[src/rtl/lock_ctrl.sv]
// lock_ctrl: 4-digit keypad password lock with entry timeout and failure lockout.
// Define LOCK_CODE_CHANGE_EN to allow rewriting the code from OPEN via '#'.
module lock_ctrl #(
   parameter logic [15:0] DEFAULT_CODE = 16'h1234,
   parameter int          OPEN_CYCLES  = 250_000_000,
   parameter int          FAIL_CYCLES  = 50_000_000,
   parameter int          LOCK_CYCLES  = 500_000_000,
   parameter int          IDLE_CYCLES  = 500_000_000,
   parameter int          MAX_FAIL     = 3
) (
   input  logic       clk,
   input  logic       rst_n,
   input  logic       key_flag,
   input  logic [3:0] key_value,
   output logic       unlock,
   output logic       fail,
   output logic       alarm,
   output logic [2:0] digit_cnt,
   output logic [1:0] err_cnt,
   output logic       code_upd
);
   localparam logic [28:0] OPEN_LAST = 29'(OPEN_CYCLES - 1);
   localparam logic [28:0] FAIL_LAST = 29'(FAIL_CYCLES - 1);
   localparam logic [28:0] LOCK_LAST = 29'(LOCK_CYCLES - 1);
   localparam logic [28:0] IDLE_LAST = 29'(IDLE_CYCLES - 1);

   typedef enum logic [2:0] {
      S_IDLE, S_ENTRY, S_CHECK, S_OPEN, S_FAIL, S_LOCKOUT, S_NEWCODE
   } state_t;

   state_t      state, next_state;
   logic        flag_d;
   logic        is_digit, is_clear, is_enter;
   logic        key_ok, expired;
   logic [28:0] timer;
   logic [15:0] buffer, buffer_next, code;
   logic [2:0]  cnt_next;
   logic [1:0]  err_next, err_inc;
`ifdef LOCK_CODE_CHANGE_EN
   logic        code_wr;
`endif

   // key_value is only meaningful on the cycle after the scanner strobe
   assign is_digit = flag_d && (key_value < 4'd10);
   assign is_clear = flag_d && (key_value == 4'd10);
   assign is_enter = flag_d && (key_value == 4'd11);
   assign err_inc  = err_cnt + 2'd1;

   always_comb begin
      case (state)
         S_ENTRY, S_NEWCODE: expired = (timer == IDLE_LAST);
         S_OPEN:             expired = (timer == OPEN_LAST);
         S_FAIL:             expired = (timer == FAIL_LAST);
         S_LOCKOUT:          expired = (timer == LOCK_LAST);
         default:            expired = 1'b0;
      endcase
   end

   always_ff @(posedge clk or negedge rst_n) begin
      if (!rst_n) state <= S_IDLE;
      else        state <= next_state;
   end

   always_comb begin
      next_state  = state;
      buffer_next = buffer;
      cnt_next    = digit_cnt;
      err_next    = err_cnt;
      key_ok      = 1'b0;
`ifdef LOCK_CODE_CHANGE_EN
      code_wr     = 1'b0;
`endif
      case (state)
         S_IDLE: begin
            if (is_digit) begin
               buffer_next = {12'h000, key_value};
               cnt_next    = 3'd1;
               key_ok      = 1'b1;
               next_state  = S_ENTRY;
            end
         end
         S_ENTRY, S_NEWCODE: begin
            // timeout takes priority over a key arriving in the same cycle
            if (expired) begin
               buffer_next = '0;
               cnt_next    = '0;
               next_state  = S_IDLE;
            end else if (is_digit) begin
               key_ok = 1'b1;
               if (digit_cnt < 3'd4) begin
                  buffer_next = {buffer[11:0], key_value};
                  cnt_next    = digit_cnt + 3'd1;
               end
            end else if (is_clear) begin
               buffer_next = '0;
               cnt_next    = '0;
               next_state  = S_IDLE;
            end else if (is_enter) begin
               if (state == S_ENTRY) begin
                  next_state = S_CHECK;
               end else begin
`ifdef LOCK_CODE_CHANGE_EN
                  code_wr = (digit_cnt == 3'd4);
`endif
                  buffer_next = '0;
                  cnt_next    = '0;
                  next_state  = S_IDLE;
               end
            end
         end
         S_CHECK: begin
            buffer_next = '0;
            cnt_next    = '0;
            if ((digit_cnt == 3'd4) && (buffer == code)) begin
               err_next   = '0;
               next_state = S_OPEN;
            end else begin
               err_next   = err_inc;
               next_state = (err_inc == 2'(MAX_FAIL)) ? S_LOCKOUT : S_FAIL;
            end
         end
         S_OPEN: begin
            if (expired || is_clear) next_state = S_IDLE;
`ifdef LOCK_CODE_CHANGE_EN
            else if (is_enter)       next_state = S_NEWCODE;
`endif
         end
         S_FAIL: begin
            if (expired) next_state = S_IDLE;
         end
         S_LOCKOUT: begin
            if (expired) begin
               err_next   = '0;
               next_state = S_IDLE;
            end
         end
         default: next_state = S_IDLE;
      endcase
   end

   // datapath and outputs registered from the next state
   always_ff @(posedge clk or negedge rst_n) begin
      if (!rst_n) begin
         flag_d    <= 1'b0;
         timer     <= '0;
         buffer    <= '0;
         digit_cnt <= '0;
         err_cnt   <= '0;
         unlock    <= 1'b0;
         fail      <= 1'b0;
         alarm     <= 1'b0;
      end else begin
         flag_d    <= key_flag;
         timer     <= ((next_state != state) || key_ok || (next_state == S_IDLE))
                      ? '0 : timer + 29'd1;
         buffer    <= buffer_next;
         digit_cnt <= cnt_next;
         err_cnt   <= err_next;
         unlock    <= (next_state == S_OPEN);
         fail      <= (next_state == S_FAIL);
         alarm     <= (next_state == S_LOCKOUT);
      end
   end

`ifdef LOCK_CODE_CHANGE_EN
   always_ff @(posedge clk or negedge rst_n) begin
      if (!rst_n) begin
         code     <= DEFAULT_CODE;
         code_upd <= 1'b0;
      end else begin
         code_upd <= code_wr;
         if (code_wr) code <= buffer;
      end
   end
`else
   assign code     = DEFAULT_CODE;
   assign code_upd = 1'b0;
`endif

endmodule

[config.mk]
export PLATFORM = sky130hd
export DESIGN_NAME = lock_ctrl
export DESIGN_NICKNAME = d
export VERILOG_FILES = /design/src/rtl/lock_ctrl.sv
export SDC_FILE = /design/constraint.sdc
export NUM_CORES = 1
export LEC_CHECK = 0
export CAP_MARGIN = 20
export CORE_ASPECT_RATIO = 0.6
export CORE_MARGIN = 4
export CORE_UTILIZATION = 45
export CTS_CLUSTER_DIAMETER = 40
export DETAILED_ROUTE_END_ITERATION = 10
export HOLD_SLACK_MARGIN = 0.06
export PLACE_DENSITY = 0.75
export SYNTH_ARGS = -nofsm -noshare
export SYNTH_HDL_FRONTEND = slang
export SYNTH_SLANG_ARGS = --single-unit
[constraint.sdc]
create_clock -name clk -period 2.55 [get_ports clk]
set_input_delay 0.51 -clock clk [delete_from_list [all_inputs] [get_ports clk]]
set_output_delay 0.51 -clock clk [all_outputs]
set_load 0.01 [all_outputs]
==> metrics list <==
* Outcome: complete, no violations
- Summed over all instances, the cell type with the most area after synthesis is dfrtp_1.
- In the routed design, unresolved DRC markers number 0.
- Counting the buffers created by CTS gives 9.
- Clock tree synthesis found a total of between 50 and 60 sinks.
- The number of buffers and inverters on the critical path is 1.
- In this run the worst path has a maximum fanout of 18.
- After synthesis, flip-flops and latches occupy ~47% of the total area.
* Final worst clock skew: 0.00508 ns
- Transition time at the pin with the least slew margin: a little over 0.6 ns
- Net load switching power: ~0.97 mW
- Root buffer selected by CTS: clkbuf_8
- Largest incremental delay on the critical path: ~0.41 ns
* Initial antenna violation count: 0
- Hold repair after CTS inserted 0 buffers.
* Lkg Pwr: about 1.6 nW
* Wire length reported by the detailed router: 6550 µm
- Routability-driven placement finished with a final weighted congestion of ~0.9.
- The top cell type by area accounts for between 40% and 50% of the synthesized area.
- # IOs: 16
- The tool flagged a number of max-cap violations equal to 0.
- Path type of the worst setup path: reg2reg
* Width of the chip: 113 µm
- Across all register-to-register paths, the minimum setup slack is about 0.15 ns.
- After detailed routing, the average wire length per cell comes to 15.4 µm.
* Count of nets after finishing: about 350
- Congestion Overflow GR: 0
* Final setup violation count: 0
- Port buffering added 14 buffers.
- The final max-slew violation count came to 0.
- Among all flip-flop cells after synthesis, the most frequent one is dfrtp_1.
* CP Capture Type: flop
- Worst hold path type: in2async
- In this run, the combinational gates consume 30.6% of the power.
- Post-CTS clock slew at the launch and capture registers of the worst setup and hold paths: roughly 0.070 ns
- Antenna violation net count after detailed routing: 0
* Power Internal: between 1.5 and 2 mW
- In the synthesized netlist, the cells that appear most often are dfrtp_1, nor2_1, nand2_1.
* TritonCTS clock tree: built
* Mean instance size in the synthesized netlist: ~9.8 µm²
- Layout cell share with drive strength beyond 1: between 10% and 20%
- Starting density of the core: a little under half
- Cells traversed along the worst timing path: nor4bb_1, nand4b_1, mux2_2, nor4_4, nor2_2, a21o_1, buf_12, a22o_1
- The worst register-to-register path begins at timer[24]$_DFF_PN0_.
- The worst register-to-register path has a depth of 8.
* Number of flip-flops and latches in the synthesized netlist: between 50 and 60
* Leading cell type by number of instances after synthesis: dfrtp_1
- Synthesis produced a netlist with a net count of between 300 and 400.
- Across every metal layer, demand over resource in global routing totals approximately 18%.
- Skew-Pair Late Insertion Delay: about 0.34 ns
- Counting every instance in the synthesized netlist gives about 310.
- The worst pin sits at a relative slew slack of between 50 and 60%.
- Kind of cell adding the most delay to the critical path: simple AND/OR/NAND/NOR gates
- Clock H-tree levels: 3
- Entering global routing, the biggest net connects 33 pins.
- Setup repair after global routing left no endpoint under its margin.
- Area overhead of the layout relative to synthesis: 17.0%
* Asr flop ratio synth: between 90% and 100%
- The number of different library cells used by synthesis comes to between 50 and 60.
- Endpoint arrival time on the critical path: between 2 and 3 ns
- PwrDens: a little over 800 nW/µm²
- The floorplan step defined a die boundary enclosing 8090 µm².
- The total count of hold-check failures in the final report came to 0.
* Core Footprint: between 6000 and 7000 µm²
- Achievable Freq: about 420 MHz
* Fraction of power consumed by sequential logic: between 40% and 50%
- The first global-routing pass estimated 11,400 µm of wire.
- Power comes to roughly 2.8 mW.
- Number of buffers between clock root and the deepest sink: 2
- The share of total power dissipated in the clock network is a little over a quarter.
- VDD sags by at most about 0.52 mV.
- Placed wire-length estimate: 4750 µm
- Most area-consuming cells after synthesis: dfrtp_1, nor2_1, a22o_1, xor2_1, nand2_1
- Count of flip-flops with a built-in enable after synthesis: 0
- Reg2Reg Capture Point: buffer[3]$_DFFE_PN0P_
- Slowest stage cell on the critical path: dfrtp_1
- Rows: 22
- After the first detailed-routing iteration, the DRC count stood at between 200 and 250.
* Post-synthesis instance area: approximately 3000 µm²
- # diodes: 0
* Via count of the first global-routing pass: around 2,300
- The final critical path takes up a little over nine tenths of the cycle.
- Switching share of power: 34.1%
* Via-per-instance ratio: 5.45
- The floorplan step set the die height to approximately 71 µm.
* Count of synthesis-stage warnings from yosys: 0
- Summed negative setup slack over all endpoints: 0 ns
* First-pass DRT Iterations: 4
- Launching element type of the critical path: flop
- Subtracting the final worst setup slack from the clock period gives 2.40 ns.
- Data on the critical path is required at its endpoint by 2.78 ns.
- The final route contains approximately 2,300 vias.
==> layer usage <==
layer	global-route usage, %	wire (µm)	up-vias
met5	0	0	-
met4	5.60	89	0
met3	5.57	335	10
met2	23.6	2640	39
met1	27.9	3490	1128
li1	-	-	1135
==> registers in the layout, summed over array words and instances (netlist names) <==
name       flops
state          3
buffer        16
err_cnt        2
fail           1
digit_cnt      3
unlock         1
alarm          1
timer         29
flag_d         1
==> cells by family (layout without fill, tap and decap cells) <==
logic type | Yosys count | after routing | share of synthesized area (%)
other | 1 | 1 | 0.125
buffers and inverters | 28 | 61 | 4.79
DFF | 57 | 57 | 47.5
AOI/OAI and AO/OA | 56 | 56 | 13.9
muxes | 1 | 1 | 0.375
adders and majority gates | 4 | 4 | 1.67
and+or+nand+nor | 133 | 133 | 23.8
xor gates and xnor gates | 27 | 27 | 7.87
==> power groups by stage <==
stage | clock network [mW] | registers [mW] | logic (mW)
5_1_grt | 0.828 | 1.24 | 0.975
3_5_place_dp | 0 | 1.22 | 0.866
6_report | 0.764 | 1.21 | 0.872
4_1_cts | 0.783 | 1.21 | 0.873
2_1_floorplan | 0 | 1.20 | 0.557
3_3_place_gp | 0 | 1.22 | 0.858
==> stage by stage <==
stage / util [%] / instances / instance area [µm²] / worst slack, ns / hold slack [ns]
2_1_floorplan: - / 307 / 3000 / 0.161 / 0.214
3_3_place_gp: 52.7 / 408 / 3320 / 0.0529 / 0.491
3_5_place_dp: 52.7 / 408 / 3320 / 0.0321 / 0.482
4_1_cts: 55.6 / 424 / 3500 / 0.104 / 0.175
5_1_grt: 55.8 / 424 / 3510 / 0.00406 / 0.212
6_report: 55.8 / 424 / 3510 / 0.148 / 0.171
==> cells in the final DEF, fill, tap and decap left out, types with 3 or more instances in the layout <==
cell type,count
nor2b_1,4
and2_1,3
clkdlybuf4s50_1,13
nor3_1,6
a22o_1,18
o21ai_0,7
and3_1,9
buf_4,15
o31ai_1,3
ha_1,4
nand4_1,5
a21oi_1,8
nand2b_1,4
clkbuf_8,11
buf_12,3
nor4b_1,3
inv_1,13
clkinv_2,3
dfrtp_1,57
xnor2_1,9
xor2_1,18
nor2_1,45
nand2_1,21
nand3_1,13
==> worst reg2reg max path: stages, from the launching register on <==
cell and delay (ns):
dfrtp_1 0.41, nor4bb_1 0.32, nand4b_1 0.18, mux2_2 0.34, nor4_4 0.35, nor2_2 0.10, a21o_1 0.22, buf_12 0.15
a22o_1 0.23
==> what timing repair did <==
item / CTS / global route
resized for setup: 0 / 2
setup buffers: 0 / 0
setup endpoints to repair: 0 / 14
==> how the worst max path moves through the flow <==
stage | start | endpoint | cells past startpoint | slack [ns]
floorplan | state[1]$_DFF_PN0_ | digit_cnt[1]$_DFFE_PN0P_ | 10 | 0.16
global placement | key_value[2] | buffer[3]$_DFFE_PN0P_ | 9 | 0.05
detailed placement | key_value[3] | timer[21]$_DFF_PN0_ | 9 | 0.03
CTS | timer[24]$_DFF_PN0_ | alarm$_DFF_PN0_ | 8 | 0.10
global route | timer[24]$_DFF_PN0_ | buffer[0]$_DFFE_PN0P_ | 8 | 0.004
finish | timer[24]$_DFF_PN0_ | buffer[3]$_DFFE_PN0P_ | 8 | 0.15
==> layout make-up <==
type / instances / area, µm²
clock inverter: 5 / 30.0
tap: 84 / 105
multi-input combinational: 222 / 1450
inverter: 13 / 48.8
clock buffer: 11 / 151
timing repair buffer: 32 / 308
sequential: 57 / 1430
fill: 553 / 2790
No activity file was read; power rests on OpenSTA's default activity.
